--- config.mk ---
export PLATFORM = sky130hd
export DESIGN_NAME = softmax_norm
export DESIGN_NICKNAME = d
export VERILOG_FILES = /design/src/rtl/softmax_pkg.sv /design/src/rtl/seq_divider.sv /design/src/rtl/softmax_norm.sv
export SDC_FILE = /design/constraint.sdc
export NUM_CORES = 1
export LEC_CHECK = 0
export BUFFER_PORTS_ARGS = -buffer_cell sky130_fd_sc_hd__buf_2
export CORE_MARGIN = 2
export CORE_UTILIZATION = 57
export CTS_CLUSTER_SIZE = 40
export DETAILED_ROUTE_END_ITERATION = 12
export PLACE_DENSITY = 0.87
export SYNTH_ARGS = -nofsm -noshare
export SYNTH_HDL_FRONTEND = slang
export SYNTH_SLANG_ARGS = --single-unit
--- constraint.sdc ---
create_clock -name clk -period 5.2 [get_ports clk]
set_clock_uncertainty 0.2 [all_clocks]
set_input_delay 1.04 -clock clk [delete_from_list [all_inputs] [get_ports clk]]
set_output_delay 1.04 -clock clk [all_outputs]
set_load 0.01 [all_outputs]
--- src/rtl/softmax_pkg.sv ---
// Shared types and helpers for the softmax normaliser: exp word layout, FSM states, fixed-point decode.
// Combinational only; no latency or backpressure of its own.
package softmax_pkg;

    localparam int EXP_W  = 21;
    localparam int POS_W  = 5;
    localparam int MANT_W = 16;
    localparam int FX_W   = 32;
    localparam int PROB_W = 16;

    localparam logic [POS_W-1:0] POS_MAX = 5'd16;

    typedef struct packed {
        logic [POS_W-1:0]  pos;
        logic [MANT_W-1:0] mant;
    } exp_word_t;

    typedef enum logic [1:0] {
        LOAD,
        DIV,
        EMIT
    } norm_state_e;

    function automatic logic pos_clamped(exp_word_t w);
        return w.pos > POS_MAX;
    endfunction

    // Q16.16 value: mant scaled by 2^(pos-16), with pos saturated at 16.
    function automatic logic [FX_W-1:0] exp_to_fx(exp_word_t w);
        logic [POS_W-1:0] p;
        p = pos_clamped(w) ? POS_MAX : w.pos;
        return {{(FX_W-MANT_W){1'b0}}, w.mant} << p;
    endfunction

endpackage

--- src/rtl/seq_divider.sv ---
// Restoring divider producing ITER quotient bits MSB first; assumes dividend <= divisor (or divisor == 0).
// Latency: start cycle plus ITER-1 cycles, done is a one-cycle pulse after the final bit.
// No backpressure: start must only be pulsed while idle; quotient holds until the next start.
module seq_divider #(
    parameter int DVD_W = 32,
    parameter int DSR_W = 35,
    parameter int ITER  = 17
) (
    input  logic             clk,
    input  logic             rst,
    input  logic             start,
    input  logic [DVD_W-1:0] dividend,
    input  logic [DSR_W-1:0] divisor,
    output logic             done,
    output logic [ITER-1:0]  quotient
);

    localparam int CW = $clog2(ITER);

    logic [CW-1:0]    cnt;
    logic             active;
    logic             zero;
    logic [DSR_W:0]   rem;
    logic [DSR_W:0]   cur_rem;
    logic [DSR_W:0]   sub_rem;
    logic [DSR_W-1:0] dsr;
    logic [DSR_W-1:0] cur_dsr;
    logic             ge;
    logic [ITER-1:0]  quo;

    // The start cycle already performs the first (integer) quotient bit.
    always_comb begin
        cur_rem = start ? (DSR_W+1)'(dividend) : rem;
        cur_dsr = start ? divisor : dsr;
        ge      = cur_rem >= {1'b0, cur_dsr};
        sub_rem = ge ? (cur_rem - {1'b0, cur_dsr}) : cur_rem;
    end

    always_ff @(posedge clk or posedge rst) begin
        if (rst) begin
            cnt    <= '0;
            active <= 1'b0;
            zero   <= 1'b0;
            rem    <= '0;
            dsr    <= '0;
            quo    <= '0;
            done   <= 1'b0;
        end else begin
            done <= 1'b0;
            if (start) begin
                active <= 1'b1;
                cnt    <= CW'(1);
                rem    <= sub_rem << 1;
                dsr    <= divisor;
                zero   <= (divisor == '0);
                quo    <= ITER'(ge);
            end else if (active) begin
                rem <= sub_rem << 1;
                quo <= {quo[ITER-2:0], ge};
                cnt <= cnt + CW'(1);
                if (cnt == CW'(ITER-1)) begin
                    active <= 1'b0;
                    done   <= 1'b1;
                end
            end
        end
    end

    // A zero sum means every element was zero; report 0 rather than the all-ones restoring result.
    assign quotient = zero ? '0 : quo;

endmodule

--- src/rtl/softmax_norm.sv ---
// Softmax normaliser: buffers one vector of exp words, sums them, emits each element / sum as Q0.16 (SOFTMAX_NORM_ROUND_EN: rounded divide).
// Latency: next out_valid 18 cycles after the last input or a non-last output handshake (19 with rounding).
// Backpressure: in_ready only in LOAD; out_data/out_last held stable until out_ready.
module softmax_norm
    import softmax_pkg::*;
#(
    parameter int N_MAX = 8,
    parameter int CNT_W = $clog2(N_MAX),
    parameter int ACC_W = 32 + $clog2(N_MAX)
) (
    input  logic              clk,
    input  logic              rst,
    input  logic              in_valid,
    output logic              in_ready,
    input  logic [EXP_W-1:0]  in_data,
    input  logic              in_last,
    output logic              out_valid,
    input  logic              out_ready,
    output logic [PROB_W-1:0] out_data,
    output logic              out_last,
    output logic              busy,
    output logic              err
);

`ifdef SOFTMAX_NORM_ROUND_EN
    localparam int DIV_ITER = 18;
`else
    localparam int DIV_ITER = 17;
`endif

    localparam logic [CNT_W-1:0] LAST_SLOT = CNT_W'(N_MAX-1);

    norm_state_e         state;
    norm_state_e         state_nxt;
    logic [FX_W-1:0]     fx_buf [N_MAX];
    logic [ACC_W-1:0]    sum;
    logic [CNT_W-1:0]    count;
    logic [CNT_W-1:0]    idx;
    logic [CNT_W-1:0]    last_idx;
    exp_word_t           in_word;
    logic [FX_W-1:0]     in_fx;
    logic                in_clamp;
    logic                in_fire;
    logic                load_end;
    logic                out_fire;
    logic                emit_last;
    logic                div_start;
    logic                div_done;
    logic [DIV_ITER-1:0] div_q;
    logic [PROB_W-1:0]   prob;

    assign in_word   = in_data;
    assign in_fx     = exp_to_fx(in_word);
    assign in_clamp  = pos_clamped(in_word);

    assign in_ready  = (state == LOAD);
    assign in_fire   = in_valid && in_ready;
    assign load_end  = in_fire && (in_last || (count == LAST_SLOT));

    assign out_valid = (state == EMIT);
    assign emit_last = (idx == last_idx);
    assign out_last  = out_valid && emit_last;
    assign out_fire  = out_valid && out_ready;
    assign busy      = (state != LOAD);

    always_ff @(posedge clk or posedge rst) begin
        if (rst) begin
            state <= LOAD;
        end else begin
            state <= state_nxt;
        end
    end

    always_comb begin
        state_nxt = state;
        case (state)
            LOAD: if (load_end) state_nxt = DIV;
            DIV:  if (div_done) state_nxt = EMIT;
            EMIT: if (out_fire) state_nxt = emit_last ? LOAD : DIV;
            default: state_nxt = LOAD;
        endcase
    end

    always_ff @(posedge clk) begin
        if (in_fire) begin
            fx_buf[count] <= in_fx;
        end
    end

    always_ff @(posedge clk or posedge rst) begin
        if (rst) begin
            count     <= '0;
            idx       <= '0;
            last_idx  <= '0;
            sum       <= '0;
            err       <= 1'b0;
            out_data  <= '0;
            div_start <= 1'b0;
        end else begin
            div_start <= 1'b0;
            if (in_fire) begin
                // First element of a vector restarts both the sum and the error flag.
                if (count == '0) begin
                    sum <= ACC_W'(in_fx);
                    err <= in_clamp;
                end else begin
                    sum <= sum + ACC_W'(in_fx);
                    err <= err | in_clamp;
                end
                if (load_end) begin
                    count     <= '0;
                    last_idx  <= count;
                    idx       <= '0;
                    div_start <= 1'b1;
                    if (!in_last) begin
                        err <= 1'b1;
                    end
                end else begin
                    count <= count + CNT_W'(1);
                end
            end
            if (div_done) begin
                out_data <= prob;
            end
            if (out_fire && !emit_last) begin
                idx       <= idx + CNT_W'(1);
                div_start <= 1'b1;
            end
        end
    end

    seq_divider #(
        .DVD_W (FX_W),
        .DSR_W (ACC_W),
        .ITER  (DIV_ITER)
    ) u_div (
        .clk      (clk),
        .rst      (rst),
        .start    (div_start),
        .dividend (fx_buf[idx]),
        .divisor  (sum),
        .done     (div_done),
        .quotient (div_q)
    );

`ifdef SOFTMAX_NORM_ROUND_EN
    logic [DIV_ITER:0] rnd;

    // 17 fractional bits rounded half-up to 16, then clipped to just below 1.0.
    always_comb begin
        rnd  = ({1'b0, div_q} + (DIV_ITER+1)'(1)) >> 1;
        prob = (rnd[DIV_ITER:PROB_W] != '0) ? '1 : rnd[PROB_W-1:0];
    end
`else
    assign prob = div_q[PROB_W] ? '1 : div_q[PROB_W-1:0];
`endif

endmodule
# [Word-level counts from Yosys, hierarchy flattened]
# Memories as Yosys holds them, arrays and structs flattened.
# Cells that the tools add are included.
[totals] elab_cells=86 out_inout_bits=21 ram_bits=256 register_bits=160 romBits=0 input_bits=26 latch_bits=0 memories=1
[op_classes] mux=36 n_eq_ne=8 bitwise_logic=1 n_lt_le_gt_ge=2 div_mod_pow=0 mul=0 n_reduce_logical=17 n_shift=1 addsub=5
[mem_list] name="fx_buf" words=8 word_bits=32 rd=1 rd_clocked_by_memory_dff=0 wr=1 line_no="softmax_norm.sv:35" source="logic [FX_W-1:0] fx_buf [N_MAX];"
[op_table] op="2-to-1 mux 36 bit" n=3
[op_table] op="2-to-1 mux 35 bit" n=3
[op_table] op="2-to-1 mux 17 bit" n=3
[op_table] op=">= comparator 36 x 35 -> 1 bit" n=1
[op_table] op="adder 35 x 32 -> 35 bit" n=1
[op_table] op="logical NOT 35 bit" n=1
[op_table] op="subtractor 35 bit" n=1
[op_table] op="left shift 16 x 5 -> 32 bit" n=1
[op_table] op="2-to-1 mux 16 bit" n=1
[op_table] op="2-to-1 mux 1 bit" n=15
[op_table] op="2-to-1 mux 5 bit" n=3
[op_table] op="2-to-1 mux 3 bit" n=4
[op_table] op="nonzero test 2 bit" n=4
[op_table] op="adder 3 x 1 -> 3 bit (second input constant)" n=2
[op_table] op="2-to-1 mux 2 bit" n=3
[op_table] op="!= test 2 x 1 -> 1 bit (second input constant)" n=3
[op_table] op="one-hot mux 2 bit (3 select lines)" n=1
[op_table] op="adder 5 x 1 -> 5 bit (second input constant)" n=1
[op_table] op="== test 5 bit (second input constant)" n=1
[op_table] op="> comparator 5 bit (second input constant)" n=1
[op_table] op="logical AND 1 bit" n=5
[op_table] op="AND reduction 2 bit" n=2
[op_table] op="== test 3 bit" n=1
[op_table] op="== test 3 bit (second input constant)" n=1
[op_table] op="8 further kinds" n=8

# [Logic depth before layout (Yosys ltp)]
[depth] word_depth=6 ltp_mapped=20 depth_no_buf=18

# [Modules after synthesis]
# A second synthesis with hierarchy kept.
[hier_totals] hier_cells=1816 area_unflattened_um2=22290.1
[by_module_without_submodules] mod="softmax_norm" cells_each=1082 seq_area_each_um2=9288.9 n_inst=1 area_each_um2=15633.7
[by_module_without_submodules] mod="seq_divider" cells_each=734 seq_area_each_um2=2377.3 n_inst=1 area_each_um2=6656.4

# [Worst setup path after synthesis]
# No wires, ideal clock.
[synth_path] path_type="input to register" startpoint="input in_data[20]" endpoint="register sum[28]" slack_ps=-439 cell_stages=19 n_path_buf=2 setup_time_ps=126 arrival_time_ps=5313 required_time_ps=4874 path_cell_list="nand2b_1 > clkbuf_1 > clkbuf_1 > mux2i_1 > nand2_1 > nand2_1 > nor2_1 > a211oi_1 > ha_1 > a211oi_1 > nor2_1 > or4_1 > a211oi_1 > or3_1 > nand2_1 > and2_1 > o41ai_1 > mux2i_1 > a221o_1"
[synth_via] elab_chain_len=5
[synth_rtl] item="from (decl)" line_no="softmax_norm.sv:15" source="input logic [EXP_W-1:0] in_data,"
[synth_rtl] item="> comparator 5 bit" line_no="softmax_pkg.sv:25" source="return w.pos > POS_MAX;"
[synth_rtl] item="2-to-1 mux 5 bit *" line_no="softmax_pkg.sv:31" source="p = pos_clamped(w) ? POS_MAX : w.pos;"
[synth_rtl] item="left shift 16 x 5 -> 32 bit *" line_no="softmax_pkg.sv:32" source="return {{(FX_W-MANT_W){1'b0}}, w.mant} << p;"
[synth_rtl] item="named net in_fx[13]" line_no="softmax_norm.sv:41" source="logic [FX_W-1:0] in_fx;"
[synth_rtl] item="adder 35 x 32 -> 35 bit *" line_no="softmax_norm.sv:107" source="sum <= sum + ACC_W'(in_fx);"
[synth_rtl] item="2-to-1 mux 35 bit *" line_no="softmax_norm.sv:103" source="if (count == '0) begin"
[synth_rtl] item="to (signal assigned)" line_no="softmax_norm.sv:104" source="sum <= ACC_W'(in_fx);"
[synth_rtl] item="to (signal assigned)" line_no="softmax_norm.sv:107"
[synth_rtl] item="to (decl)" line_no="softmax_norm.sv:36" source="logic [ACC_W-1:0] sum;"
# Mark *: on every way through the listed nets, which the timed path passes. The rest lies on a longest branch.
# A chain may end at the register's enable or synchronous reset.

# [Worst setup path in the final report]
[layout_path] startpoint="register idx[0]" endpoint="register u_div.rem[1]"
[layout_via] elab_chain_len=6 word_cells_on_any_way=7 classes_between="1 x add/sub; 1 x order compare; 4 x mux; 1 x memory"
[layout_rtl] item="from (decl)" line_no="softmax_norm.sv:38" source="logic [CNT_W-1:0] idx;"
[layout_rtl] item="from (signal assigned)" line_no="softmax_norm.sv:126" source="idx <= idx + CNT_W'(1);"
[layout_rtl] item="memory (8 x 32 bit) *"
[layout_rtl] item="2-to-1 mux 36 bit *" line_no="seq_divider.sv:33" source="cur_rem = start ? (DSR_W+1)'(dividend) : rem;"
[layout_rtl] item="subtractor 35 bit / >= comparator 36 x 35 -> 1 bit (equally long branches)" line_no="seq_divider.sv:36, seq_divider.sv:35"
[layout_rtl] item="2-to-1 mux 35 bit *" line_no="seq_divider.sv:36" source="sub_rem = ge ? (cur_rem - {1'b0, cur_dsr}) : cur_rem;"
[layout_rtl] item="2-to-1 mux 36 bit" line_no="seq_divider.sv:57" source="end else if (active) begin"
[layout_rtl] item="2-to-1 mux 36 bit *" line_no="seq_divider.sv:50" source="if (start) begin"
[layout_rtl] item="to (signal assigned)" line_no="seq_divider.sv:53" source="rem <= sub_rem << 1;"
[layout_rtl] item="to (signal assigned)" line_no="seq_divider.sv:58" source="rem <= sub_rem << 1;"
[layout_rtl] item="to (decl)" line_no="seq_divider.sv:23" source="logic [DSR_W:0] rem;"
# Mark *: on every way between the ends. The rest lies on a longest branch, timed or not. The select of a mux whose other input is x is not followed.

==> flow_summary.yaml <==
run_status:
  run_status: "complete, no violations"
route:
  num_vias: 15100
  ant_nets: 0
  wl_per_cell_um: 22.7
  drc_errors: 0
  first_iter_violations: 1671
  viasPerCell: 6.41
  wirelength_um: 53500
  dr.pass1.iters: 6
final_layout:
  final_util: 0.653
  fill_cells: 2576
  syn_to_final_growth_pct: 13.1
  seqCellArea_um2: 11700
  multiInputGateArea_um2: 8920
  fin_nets: 1957
  drive_above_1_share: 0.165
clock_tree:
  cts_root_buffer: "clkbuf_16"
  cts_buffers: 42
  clk_pin_slew_ns: 0.07
  cts_hold_buf: 0
  clkLatencyLatePin_ns: 0.59
  cts_tree: "done"
  cts.path.max_buffers: 3
  clock_sinks: 415
  htree_levels: 2
synth:
  syn-cell-area_um2: 21200
  synth_area_leaders: "edfxtp_1 (36%), dfrtp_1 (19%), mux2i_1 (7.1%), mux4_2 (6.8%), ha_1 (4.3%)"
  synth_fp_nets: 1857
  yosysWarningCount: 0
  synth-seq-area-share: 0.551
  ys_types: 63
  async_flop_share: 0.383
  syn_inst: 1756
  ys_ff_latch: 415
  synth.top_cell.area_share: 0.363
  synth.largest_area_cell: "edfxtp_1"
  synth_edf_count: 256
  synth-main-ff-cell: "edfxtp_1"
  syn_avg_cell_area_um2: 12.0
pwr:
  switching_share: 0.394
  internal-power_mw: 8.65
  p_switching_mw: 5.64
  ir_drop_mv: 0.331
  power.leakage_nw: 9.47
  pwr-share-comb: 0.457
  p_clk_frac: 0.208
  seqPwrFrac: 0.335
  powerDensity_nw_per_um2: 597
timing:
  max_clock_freq_mhz: 202
  worst_pin_slew_ns: 0.959
  finalCritPeriodShare: 0.953
  slew_viol_final: 0
  finalSetupViolCount: 0
  hold_ws_ns: 0.284
  slew_headroom: 0.360
  hold_violations: 0
  rsz0062_at_grt: "no"
  period_needed_ns: 4.96
  finalWorstSetupSlack_ns: 0.242
setup_path:
  reg2reg_depth: 17
  timing.rr.start: "idx[0]"
  regToRegEndpoint: "u_div.rem[1]"
  cp.required_ns: 5.49
  start_kind: "register"
  cp_max_fo: 20
  path_class: "reg2reg"
  r2r_slack_ns: 0.24
  crit_path_end_kind: "register"
  worstPathArrival_ns: 5.25
global_route:
  overflow: 0
  antenna_found_initial: 3
  first_global_vias: 14900
  grt_pass1_wl_um: 83200
  grt_max_degree: 160
  gr-usage-all-layers: 0.280
min_path:
  min_path_cells: 2
  hold_start: "out_data[15]"
  worstHoldEndpoint: "out_data[15]"
  hp-class: "reg2reg"
floorplan:
  design.die.area_um2: 38700
  core_area_um2: 36600
  io_pins: 47
  rows: 70
  initial_core_util: 0.578
  die_w_um: 197
  die_y_um: 197
placed_design:
  io_buffers: 46
  dpl.hpwl_um: 35100
  gp_congestion: 0.988
  dp_worst_setup_slack_ns: 0.00967
run:
  max_cap_violations: 0
-- per-stage QoR --
stage / TNS [ns] / total power [mW] / std cells / area (µm²)
global placement: 0 / 10.8 / 2280 / 22500
CTS: 0 / 14.2 / 2358 / 23900
finish: 0 / 14.3 / 2359 / 23900
global route: 0 / 15.1 / 2358 / 23900
detailed placement: 0 / 11.1 / 2280 / 22500
floorplan: -9.37 / 9.49 / 1756 / 21200
-- how the worst max path moves through the flow --
stage | startpoint | end | slack [ns] | depth (start not counted)
after floorplan | in_valid | fx_buf[0][0] | -0.15 | 4
after global placement | in_data[20] | sum[28] | 0.15 | 20
after detailed placement | in_data[20] | sum[34] | 0.01 | 20
after CTS | idx[0] | u_div.rem[1] | 0.18 | 16
after global routing | idx[0] | u_div.rem[1] | 0.01 | 17
final | idx[0] | u_div.rem[1] | 0.24 | 17
-- cells in the final DEF, fill, tap and decap left out, types with 17 or more instances in the layout --
cell / count
mux4_2: 64
a21oi_1: 145
mux2i_1: 148
edfxtp_1: 256
nand3_1: 17
xor2_1: 25
dfrtp_1: 155
clkbuf_16: 44
buf_2: 46
xnor2_1: 37
buf_4: 91
nand2_1: 137
nor2_1: 177
o31ai_1: 21
a31oi_1: 19
inv_1: 68
a21o_1: 26
ha_1: 73
nor3_1: 21
o21ai_0: 70
-- sequential cells by signal, summed over array words and instances (netlist names) --
register / cells
u_div.done: 1
u_div.dsr: 35
err: 1
u_div.active: 1
idx: 3
u_div.cnt: 5
u_div.zero: 1
fx_buf: 256
state: 2
u_div.quo: 17
u_div.rem: 35
count: 3
sum: 35
div_start: 1
out_data: 16
last_idx: 3
-- power by group through the flow --
stage | clock network, mW | registers [mW] | logic, mW
after global routing | 3.14 | 4.84 | 7.17
after CTS | 3.00 | 4.76 | 6.43
final | 2.97 | 4.79 | 6.53
after detailed placement | 0 | 4.81 | 6.33
after floorplan | 0 | 4.59 | 4.89
after global placement | 0 | 4.77 | 6.08
-- Yosys cell counts (11+ instances only) --
| cell type | number |
|---|---|
| nand2_1 | 137 |
| xnor2_1 | 37 |
| a211oi_1 | 13 |
| nor3_1 | 24 |
| ha_1 | 73 |
| nand3_1 | 17 |
| a21o_1 | 26 |
| mux2i_1 | 151 |
| a31oi_1 | 19 |
| inv_1 | 69 |
| nor4_1 | 12 |
| clkbuf_1 | 65 |
| o21ai_0 | 70 |
| nand4_1 | 11 |
| o31ai_1 | 21 |
| nand2b_1 | 15 |
| edfxtp_1 | 256 |
| buf_1 | 16 |
| o21bai_1 | 12 |
| a21oi_1 | 145 |
| nor2b_1 | 18 |
| mux4_2 | 64 |
| nor2_1 | 178 |
| dfrtp_1 | 159 |
| xor2_1 | 25 |
-- layout make-up --
| type | instances | area share |
|---|---|---|
| diodes | 1 | 0.000105 |
| multi-input cells | 1181 | 0.373 |
| repair buffers | 147 | 0.0465 |
| well taps | 468 | 0.0245 |
| clock inverters | 18 | 0.00696 |
| clock buffers | 60 | 0.0498 |
| flip-flops and latches | 415 | 0.488 |
| inverters | 69 | 0.0110 |
-- repair_timing --
action / CTS / global route
setup buffers: 0 / 0
gates resized for setup: 0 / 5
endpoints found under the setup margin: 0 / 10
-- worst max-delay path: stages, from the launching register on --
cell and delay [ns]:
dfrtp_4 0.51, buf_12 0.21, mux4_2 0.53, mux2i_1 0.21, buf_4 0.18, a21oi_1 0.13
ha_1 0.37, nand3_1 0.16, o22ai_1 0.11, nor3_1 0.18, a21oi_2 0.11, a221oi_2 0.36
o21ai_2 0.11, a211o_1 0.36, a221oi_4 0.36, buf_12 0.23, mux2_2 0.35, a21oi_1 0.16
-- metal layers --
metal  up-vias  track usage  part of all wire
li1       6730            -                 -
met1      7464        0.375              0.40
met2       769        0.455              0.47
met3       166       0.0476             0.089
met4         2        0.125             0.041
met5         -            0           0.00024
-- cells by family (layout without fill, tap and decap cells) --
kind of cell             count (synthesis)  after routing  share of synthesized area
flip-flops                             415            415                      0.551
multiplexers                           225            225                      0.145
buffers and inverters                  160            294                     0.0307
AO/OA/AOI/OAI                          367            367                      0.107
other                                    0              1                          0
AND/OR/NAND/NOR                        452            452                     0.0952
XOR/XNOR                                62             62                     0.0257
adder cells (fa/ha/maj)                 75             75                     0.0451
Note: power is estimated with default switching activity, not from simulation.
